[config.mk]
export PLATFORM = sky130hd
export DESIGN_NAME = irq_ack_sequencer
export DESIGN_NICKNAME = d
export VERILOG_FILES = /design/src/rtl/irq_ack_sequencer_pkg.sv /design/src/rtl/irq_ack_sequencer_pend_bank.sv /design/src/rtl/irq_ack_sequencer.sv
export SDC_FILE = /design/constraint.sdc
export NUM_CORES = 1
export LEC_CHECK = 0
export BUFFER_PORTS_ARGS = -buffer_cell sky130_fd_sc_hd__buf_2
export CORE_ASPECT_RATIO = 0.5
export CORE_UTILIZATION = 44
export CTS_CLUSTER_DIAMETER = 80
export DETAILED_ROUTE_END_ITERATION = 6
export PLACE_DENSITY_LB_ADDON = 0.1
export SLEW_MARGIN = 25
export SYNTH_ARGS = -nofsm -noshare
export SYNTH_HDL_FRONTEND = slang
export SYNTH_HIERARCHICAL = 1
export SYNTH_SLANG_ARGS = --single-unit
[constraint.sdc]
create_clock -name clk -period 1.5 [get_ports clk]
set_input_delay 0.45 -clock clk [delete_from_list [all_inputs] [get_ports clk]]
set_output_delay 0.45 -clock clk [all_outputs]
set_load 0.01 [all_outputs]
[src/rtl/irq_ack_sequencer_pkg.sv]
// Shared constants, group codes and FSM state type for the interrupt request/ack sequencer.
package irq_pkg;

  localparam int NCH = 9;

  localparam logic [1:0] GRP_NONE = 2'd0;
  localparam logic [1:0] GRP_A    = 2'd1;
  localparam logic [1:0] GRP_B    = 2'd2;
  localparam logic [1:0] GRP_C    = 2'd3;

  localparam logic [3:0] CHAN_MAX = 4'(NCH - 1);

  typedef enum logic [1:0] {IDLE, SETTLE, PRESENT, ACK} state_e;

  function automatic logic [NCH-1:0] chan_onehot(input logic [3:0] chan);
    logic [NCH-1:0] v;
    v = {{(NCH-1){1'b0}}, 1'b1} << chan;
    return v;
  endfunction

endpackage

[src/rtl/irq_ack_sequencer_pend_bank.sv]
// One group's pending register: rising-edge capture of device requests with per-bit clear.
module irq_pend_bank
  import irq_pkg::*;
(
  input  logic           clk,
  input  logic           rst,
  input  logic [NCH-1:0] req_i,
  input  logic [NCH-1:0] clr_i,
  output logic [NCH-1:0] pend_o
);

  logic [NCH-1:0] req_q;
  logic [NCH-1:0] pend_q;

  // Reset loads the live request level so a line held high across reset is not seen as an edge.
  always_ff @(posedge clk) begin
    if (rst) begin
      req_q  <= req_i;
      pend_q <= '0;
    end else begin
      req_q  <= req_i;
      pend_q <= (pend_q & ~clr_i) | (req_i & ~req_q);
    end
  end

  assign pend_o = pend_q;

endmodule

[src/rtl/irq_ack_sequencer.sv]
// Captures request edges, lets the external priority controller settle, presents the winning
// vector over valid/ready and acknowledges the served device.
module irq_ack_sequencer
  import irq_pkg::*;
(
  input  logic           clk,
  input  logic           rst,
  input  logic [NCH-1:0] req_a,
  input  logic [NCH-1:0] req_b,
  input  logic [NCH-1:0] req_c,
  input  logic [NCH-1:0] en,
  output logic [NCH-1:0] ctl_e,
  output logic [NCH-1:0] ctl_a,
  output logic [NCH-1:0] ctl_b,
  output logic [NCH-1:0] ctl_c,
  input  logic           grant_pa,
  input  logic           grant_pb,
  input  logic           grant_pc,
  input  logic [3:0]     grant_chan,
  output logic           irq_valid,
  input  logic           irq_ready,
  output logic [1:0]     irq_grp,
  output logic [3:0]     irq_chan,
  output logic [NCH-1:0] ack_a,
  output logic [NCH-1:0] ack_b,
  output logic [NCH-1:0] ack_c,
  output logic           err
);

  state_e         state_q;
  logic           valid_q;
  logic [1:0]     grp_q;
  logic [3:0]     chan_q;
  logic [NCH-1:0] ack_a_q, ack_b_q, ack_c_q;
  logic           err_q;
  logic [1:0]     grant_grp_s;
  logic [NCH-1:0] pend_en_s;

  // Registered ack pulses double as the pending clears, landing on the closing edge of ACK.
  irq_pend_bank u_bank_a (.clk(clk), .rst(rst), .req_i(req_a), .clr_i(ack_a_q), .pend_o(ctl_a));
  irq_pend_bank u_bank_b (.clk(clk), .rst(rst), .req_i(req_b), .clr_i(ack_b_q), .pend_o(ctl_b));
  irq_pend_bank u_bank_c (.clk(clk), .rst(rst), .req_i(req_c), .clr_i(ack_c_q), .pend_o(ctl_c));

  assign ctl_e     = en;
  assign pend_en_s = (ctl_a | ctl_b | ctl_c) & en;

  always_comb begin
    if (grant_pa) begin
      grant_grp_s = GRP_A;
    end else if (grant_pb) begin
      grant_grp_s = GRP_B;
    end else if (grant_pc) begin
      grant_grp_s = GRP_C;
    end else begin
      grant_grp_s = GRP_NONE;
    end
  end

  always_ff @(posedge clk) begin
    if (rst) begin
      state_q <= IDLE;
      valid_q <= 1'b0;
      grp_q   <= GRP_NONE;
      chan_q  <= 4'd0;
      ack_a_q <= '0;
      ack_b_q <= '0;
      ack_c_q <= '0;
      err_q   <= 1'b0;
    end else begin
      ack_a_q <= '0;
      ack_b_q <= '0;
      ack_c_q <= '0;
      err_q   <= 1'b0;
      case (state_q)
        IDLE: begin
          if (|pend_en_s) state_q <= SETTLE;
          else            state_q <= IDLE;
        end
        SETTLE: begin
          if (grant_grp_s == GRP_NONE) begin
            state_q <= IDLE;
          end else if (grant_chan > CHAN_MAX) begin
            err_q   <= 1'b1;
            state_q <= IDLE;
          end else begin
            grp_q   <= grant_grp_s;
            chan_q  <= grant_chan;
            valid_q <= 1'b1;
            state_q <= PRESENT;
          end
        end
        PRESENT: begin
          if (irq_ready) begin
            valid_q <= 1'b0;
            state_q <= ACK;
            case (grp_q)
              GRP_A:   ack_a_q <= chan_onehot(chan_q);
              GRP_B:   ack_b_q <= chan_onehot(chan_q);
              GRP_C:   ack_c_q <= chan_onehot(chan_q);
              default: ack_a_q <= '0;
            endcase
          end else begin
            state_q <= PRESENT;
          end
        end
        ACK: begin
          grp_q   <= GRP_NONE;
          chan_q  <= 4'd0;
          state_q <= IDLE;
        end
        default: begin
          valid_q <= 1'b0;
          state_q <= IDLE;
        end
      endcase
    end
  end

  assign irq_valid = valid_q;
  assign irq_grp   = grp_q;
  assign irq_chan  = chan_q;
  assign ack_a     = ack_a_q;
  assign ack_b     = ack_b_q;
  assign ack_c     = ack_c_q;
  assign err       = err_q;

endmodule
; ---- Word level (Yosys, flattened, before mapping)
; Cells that the tools add are included.
[word_totals]
reg_bits = 91
[classes]
n_reduce_logical = 11
order_cmp = 1
bitwise_logic = 24
mux = 19
shift = 1
eq_ne = 9
[ops]
columns = cell, count
row1 = 9-bit AND, 7
row2 = 9-bit NOT, 6
row3 = 9-bit bitwise OR, 5
row4 = 2-bit two-way mux, 7
row5 = 4-bit OR reduction, 3
row6 = 9-bit OR reduction, 1
row7 = "1-bit by 4-bit << shifter with 9-bit output, first input constant", 1
row8 = "2-bit equality test, second input constant", 4
row9 = 4-bit two-way mux, 2
row10 = 2-bit case mux with 4 select lines, 1
row11 = 4-bit case mux with 2 select lines, 1
row12 = 1-bit two-way mux, 6
row13 = "2-bit inequality test, second input constant", 3
row14 = 1-bit NOT, 6
row15 = "2-bit by 1-bit equality test with 1-bit output, second input constant", 2
row16 = "4-bit > comparator, second input constant", 1
row17 = 2-bit zero test, 2
row18 = 2-bit case mux with 2 select lines, 1
row19 = 4-bit AND reduction, 1
row20 = 2-bit nonzero test, 2
row21 = 3-bit AND reduction, 1
row22 = 3-bit OR reduction, 1
row23 = 1-bit case mux with 2 select lines, 1

; ---- Logic depth before layout (Yosys ltp)
[depth]
depth_word = 6
mapped_depth = 3

; ---- Hierarchy
; Netlist, hierarchy kept.
[by_module_without_submodules]
columns = mod, area_each_um2, instances, cells_per_inst, seq_area_each_um2
row1 = irq_pend_bank, 630.6, 3, 46, 360.3
row2 = irq_ack_sequencer, 1300.0, 1, 139, 740.7

; ---- Least setup slack after synthesis
; OpenSTA, ideal clock, no wires.
[synth_timing]
path_type = input-to-reg
startpoint = input port grant_chan[0]
endpoint = register grp_q[1] (netlist: irq_grp[1])
arrival_ns = 1.404
setup_slack_ns = 0.026
stages = 3
n_path_buf = 0
required_time_ns = 1.430
setup_ns = 0.070
path_cell_list = o31a_1 > or4_1 > a21oi_1
[synth_via]
elab_chain_cells = 3
[synth_lines]
columns = item, line_no
row1 = "start, declared", irq_ack_sequencer.sv:19  ; input logic [3:0] grant_chan,
row2 = 4-bit > comparator, irq_ack_sequencer.sv:82  ; end else if (grant_chan > CHAN_MAX) begin
row3 = 2-bit inequality test (no line), --
row4 = 3-bit AND reduction (no line), --
row5 = "end signal, assigned", irq_ack_sequencer.sv:86  ; grp_q <= grant_grp_s;
row6 = "end, declared", irq_ack_sequencer.sv:32  ; logic [1:0] grp_q;
; No other way between the ends.
; A chain may end at the register's enable or synchronous reset.

; ---- Worst setup path in the final report
[layout_timing]
startpoint = register chan_q[0] (netlist: irq_chan[0])
endpoint = output port irq_chan[0]
[layout_lines]
columns = item, line_no
row1 = "start, declared", irq_ack_sequencer.sv:33  ; logic [3:0] chan_q;
row2 = "start signal, assigned", irq_ack_sequencer.sv:87  ; chan_q <= grant_chan;
row3 = "end, declared", irq_ack_sequencer.sv:23  ; output logic [3:0] irq_chan,
; No word-level cell between the ends.

==> results.md <==
- Layout cell share with drive strength beyond 1: around 48%
- Clock Tree Buf Depth: 2
- Layout Nets: 450
- Post-Route WL: approximately 6700 um
- Data arrival, critical path: around 0.96 ns
- Hold-fix buffer count after cts: 0
- ANT cells: 0
- Register area share after synthesis: ~57%
- Syn avg cell area: 11.5 um2
- Worst path buffer plus inverter count: 1
- Max IR drop VDD: between 0.7 and 0.8 mV
- CTS sink count: 91
- RSZ-0062 raised after global routing: false
- Antenna Violating Nets Remaining: 0
- DIE HEIGHT: 62.2 um
- Worst-path fanout max: 7
- Via density: 4.64
- Worst path slowest cell: dfxtp_1
- Via count: 2,320
- Num CTS Buffers: 9
- WP depth: 1
- Setup WS pre-CTS: -0.0990 ns
- Final worst slack: roughly 0.086 ns
- Largest stage delay on the critical path: 0.45 ns
- Final Max Tran Viols: 0
- Synthesis Warnings: 6
- Crit path cell chain: buf_2
- Residual DRC: 0
- Vias in the first global route: between 2,000 and 2,500
- Syn_nets: ~320
- Startpoint class of the critical path: flip-flop
- First-pass GRT wire length: between 10,000 and 15,000 um
- Effective utilization at floorplan: a little under half
- Largest net degree at the start of global routing: 14
- Placement Rows: 21
- RR Startpoint: state_q[0]$_SDFF_PP0_
- Final GP Congestion: between 0.7 and 0.8
- Yosys reg bits: 91
- Layout fillers: approximately 600
- Setup crit start: irq_chan[0]$_SDFFE_PP0P_
- RR Endpoint: irq_grp[1]$_SDFFE_PP0P_
- Outcome: finished, final reports clean
- Initial antenna violation count: 0
- Hold Path Class: in -> reg
- Total die area: between 7000 and 8000 um2
- WP data required: around 1.1 ns
- LEAKAGE: around 1.8 nW
- Width of the die: around 120 um
- Final worst path period need: 1.41 ns
- Dpl hpwl: 5110 um
- CTS tree: yes
- CTS H-Tree Depth: 3
- Worst-Margin Slew: ~0.43 ns
- Post-cts repair resize count: 0
- Power Dens Cells: between 1000 and 1500 nW/um2
- Hold Violations, Final: 0
- Worst skew pair latency: ~0.33 ns
- Routed wire per std cell: 13.3 um
- FF-to-FF setup slack: between 0.2 and 0.25 ns
- Total power: approximately 0.005 W
- CTS root buffer: clkbuf_16
- Max-slew headroom: between 70% and 80%
- Clk slew on worst S/H paths: roughly 0.060 ns
- Synth Cell Area: between 3000 and 4000 um2
- Synthesis-to-layout area growth: 29.6%
- Crit path capture type: primary output
- Quantity of I/O buffers inserted on ports: ~120
- Maxcap violations: 0
- Tcrit/Tclk final: 94.3%
- Achievable Freq: 707 MHz
- R2R depth: 3
- Total GRT Usage: a little under a fifth
- GRT overflow: 0
- Ports: about 120
- Core area: ~6900 um2
- Worst path top cell family by delay: flip-flops
- Crit path to: irq_chan[0]
- Postcts setup bufs: 0
- 1st-iter DRT viols: 73
- Final-report setup violation count: 0
- CP Class: reg -> out
- Netlist cell types: 29
- 1st-pass router iterations: 4
- Cells after synthesis: roughly 280
- Clock Skew: approximately 0.0050 ns
==> final cells by class <==
class | count | area [um2] | share of cell area [%]
Clock buffer | 12 | 246 | 5.96
Clock inverter | 3 | 15.0 | 0.363
Inverter | 2 | 7.51 | 0.181
Multi-Input combinational cell | 172 | 1260 | 30.5
Sequential cell | 91 | 1820 | 44.0
Tap cell | 92 | 115 | 2.78
Timing Repair Buffer | 128 | 671 | 16.2
==> routing by layer <==
| metal | routed length [um] | global-route usage [%] |
|---|---|---|
| met4 | 113 | 8.69 |
| met3 | 439 | 6.25 |
| met1 | 3190 | 23.6 |
| met2 | 2920 | 29.9 |
| met5 | 0 | 0 |
==> per-stage QoR <==
step / setup TNS, ns / hold slack [ns] / cell area [um2] / std cells / utilization, %
finish: 0 / 0.230 / 4140 / 500 / 60.3
global route: 0 / 0.218 / 4140 / 500 / 60.3
CTS: 0 / 0.217 / 4140 / 500 / 60.3
detailed placement: -0.0990 / 0.481 / 3880 / 485 / 56.5
global placement: -0.0558 / 0.478 / 3880 / 485 / 56.5
floorplan: 0 / 0.473 / 3190 / 277 / -
==> worst min-delay path by stage <==
stage                                    from                       endpoint  slack, ns  depth (start not counted)
floorplan           u_bank_a/req_q[0]$_DFF_P_  u_bank_a/pend_o[0]$_SDFF_PP0_       0.47                          2
global placement    u_bank_c/req_q[5]$_DFF_P_  u_bank_c/pend_o[5]$_SDFF_PP0_       0.48                          2
detailed placement  u_bank_c/req_q[0]$_DFF_P_  u_bank_c/pend_o[0]$_SDFF_PP0_       0.48                          2
CTS                                  req_c[6]      u_bank_c/req_q[6]$_DFF_P_       0.22                          1
global route                         req_b[5]      u_bank_b/req_q[5]$_DFF_P_       0.22                          1
finish                               req_c[6]      u_bank_c/req_q[6]$_DFF_P_       0.23                          1
==> cell families (layout without fill, tap and decap cells) <==
group                  Yosys count  in the layout  synth area share [%]
buffers and inverters           14            145                  3.41
flip-flops                      91             91                  57.1
AO/OA/AOI/OAI                   57             57                  13.5
AND/OR/NAND/NOR                115            115                  26.0
==> flip-flops by register name, indices dropped and copies added, names as in the netlist, 4 cells and up, named ones only <==
| name | cells |
|---|---|
| u_bank_a/req_q | 9 |
| ack_b | 9 |
| ack_a | 9 |
| irq_chan | 4 |
| u_bank_a/pend_o | 9 |
| u_bank_c/req_q | 9 |
| u_bank_b/req_q | 9 |
| ack_c | 9 |
| u_bank_b/pend_o | 9 |
| u_bank_c/pend_o | 9 |
==> power breakdown <==
| part | switching, W | leakage, nW | internal [W] | total, W |
|---|---|---|---|---|
| Clock | 0.000842 | 0.132 | 0.00115 | 0.00199 |
| Sequential | 0.0000977 | 0.751 | 0.00253 | 0.00262 |
| Combinational | 0.000238 | 0.930 | 0.000241 | 0.000479 |
==> cells in the final DEF (no fill, tap or decap) <==
| cell type | instances |
|---|---|
| nand4_1 | 1 |
| and2_1 | 1 |
| buf_2 | 116 |
| nand2b_1 | 27 |
| o31a_1 | 2 |
| o21ai_0 | 6 |
| and4_1 | 2 |
| nor2b_1 | 3 |
| o31ai_1 | 10 |
| o21a_1 | 1 |
| and3b_1 | 1 |
| clkbuf_8 | 1 |
| clkinv_2 | 3 |
| nand3b_1 | 1 |
| clkbuf_16 | 9 |
| or3_1 | 1 |
| dfxtp_1 | 91 |
| nand3_1 | 7 |
| inv_1 | 2 |
| nor4_1 | 1 |
| or4_1 | 1 |
| a21oi_2 | 27 |
| a21o_1 | 1 |
| buf_4 | 12 |
| nand2b_4 | 27 |
| a21oi_1 | 7 |
| nand4b_1 | 2 |
| clkbuf_1 | 2 |
| a31oi_1 | 2 |
| nor3_1 | 1 |
| nor2_1 | 33 |
| o211a_1 | 1 |
| nand2_1 | 6 |
==> cells in the mapped netlist <==
cell type  instances  share of area, %
dfxtp_1           91                57
nor2_1            33               3.9
a21oi_2           27               7.4
nand2b_1          27               5.3
nand2b_4          27                12
o31ai_1           10               2.4
buf_4              9               2.1
a21oi_1            7               1.1
nand3_1            7               1.1
nand2_1            6              0.71
o21ai_0            6              0.94
buf_6              3               1.1
nor2b_1            3              0.59
a31oi_1            2              0.39
and4_1             2              0.55
inv_1              2              0.24
nand4b_1           2              0.55
o31a_1             2              0.55
a21o_1             1              0.24
and2_1             1              0.20
and3b_1            1              0.27
nand3b_1           1              0.24
nand4_1            1              0.20
nor3_1             1              0.16
nor4_1             1              0.20
o211a_1            1              0.31
o21a_1             1              0.24
or3_1              1              0.20
or4_1              1              0.24
No activity file was read; power rests on OpenSTA's default activity.
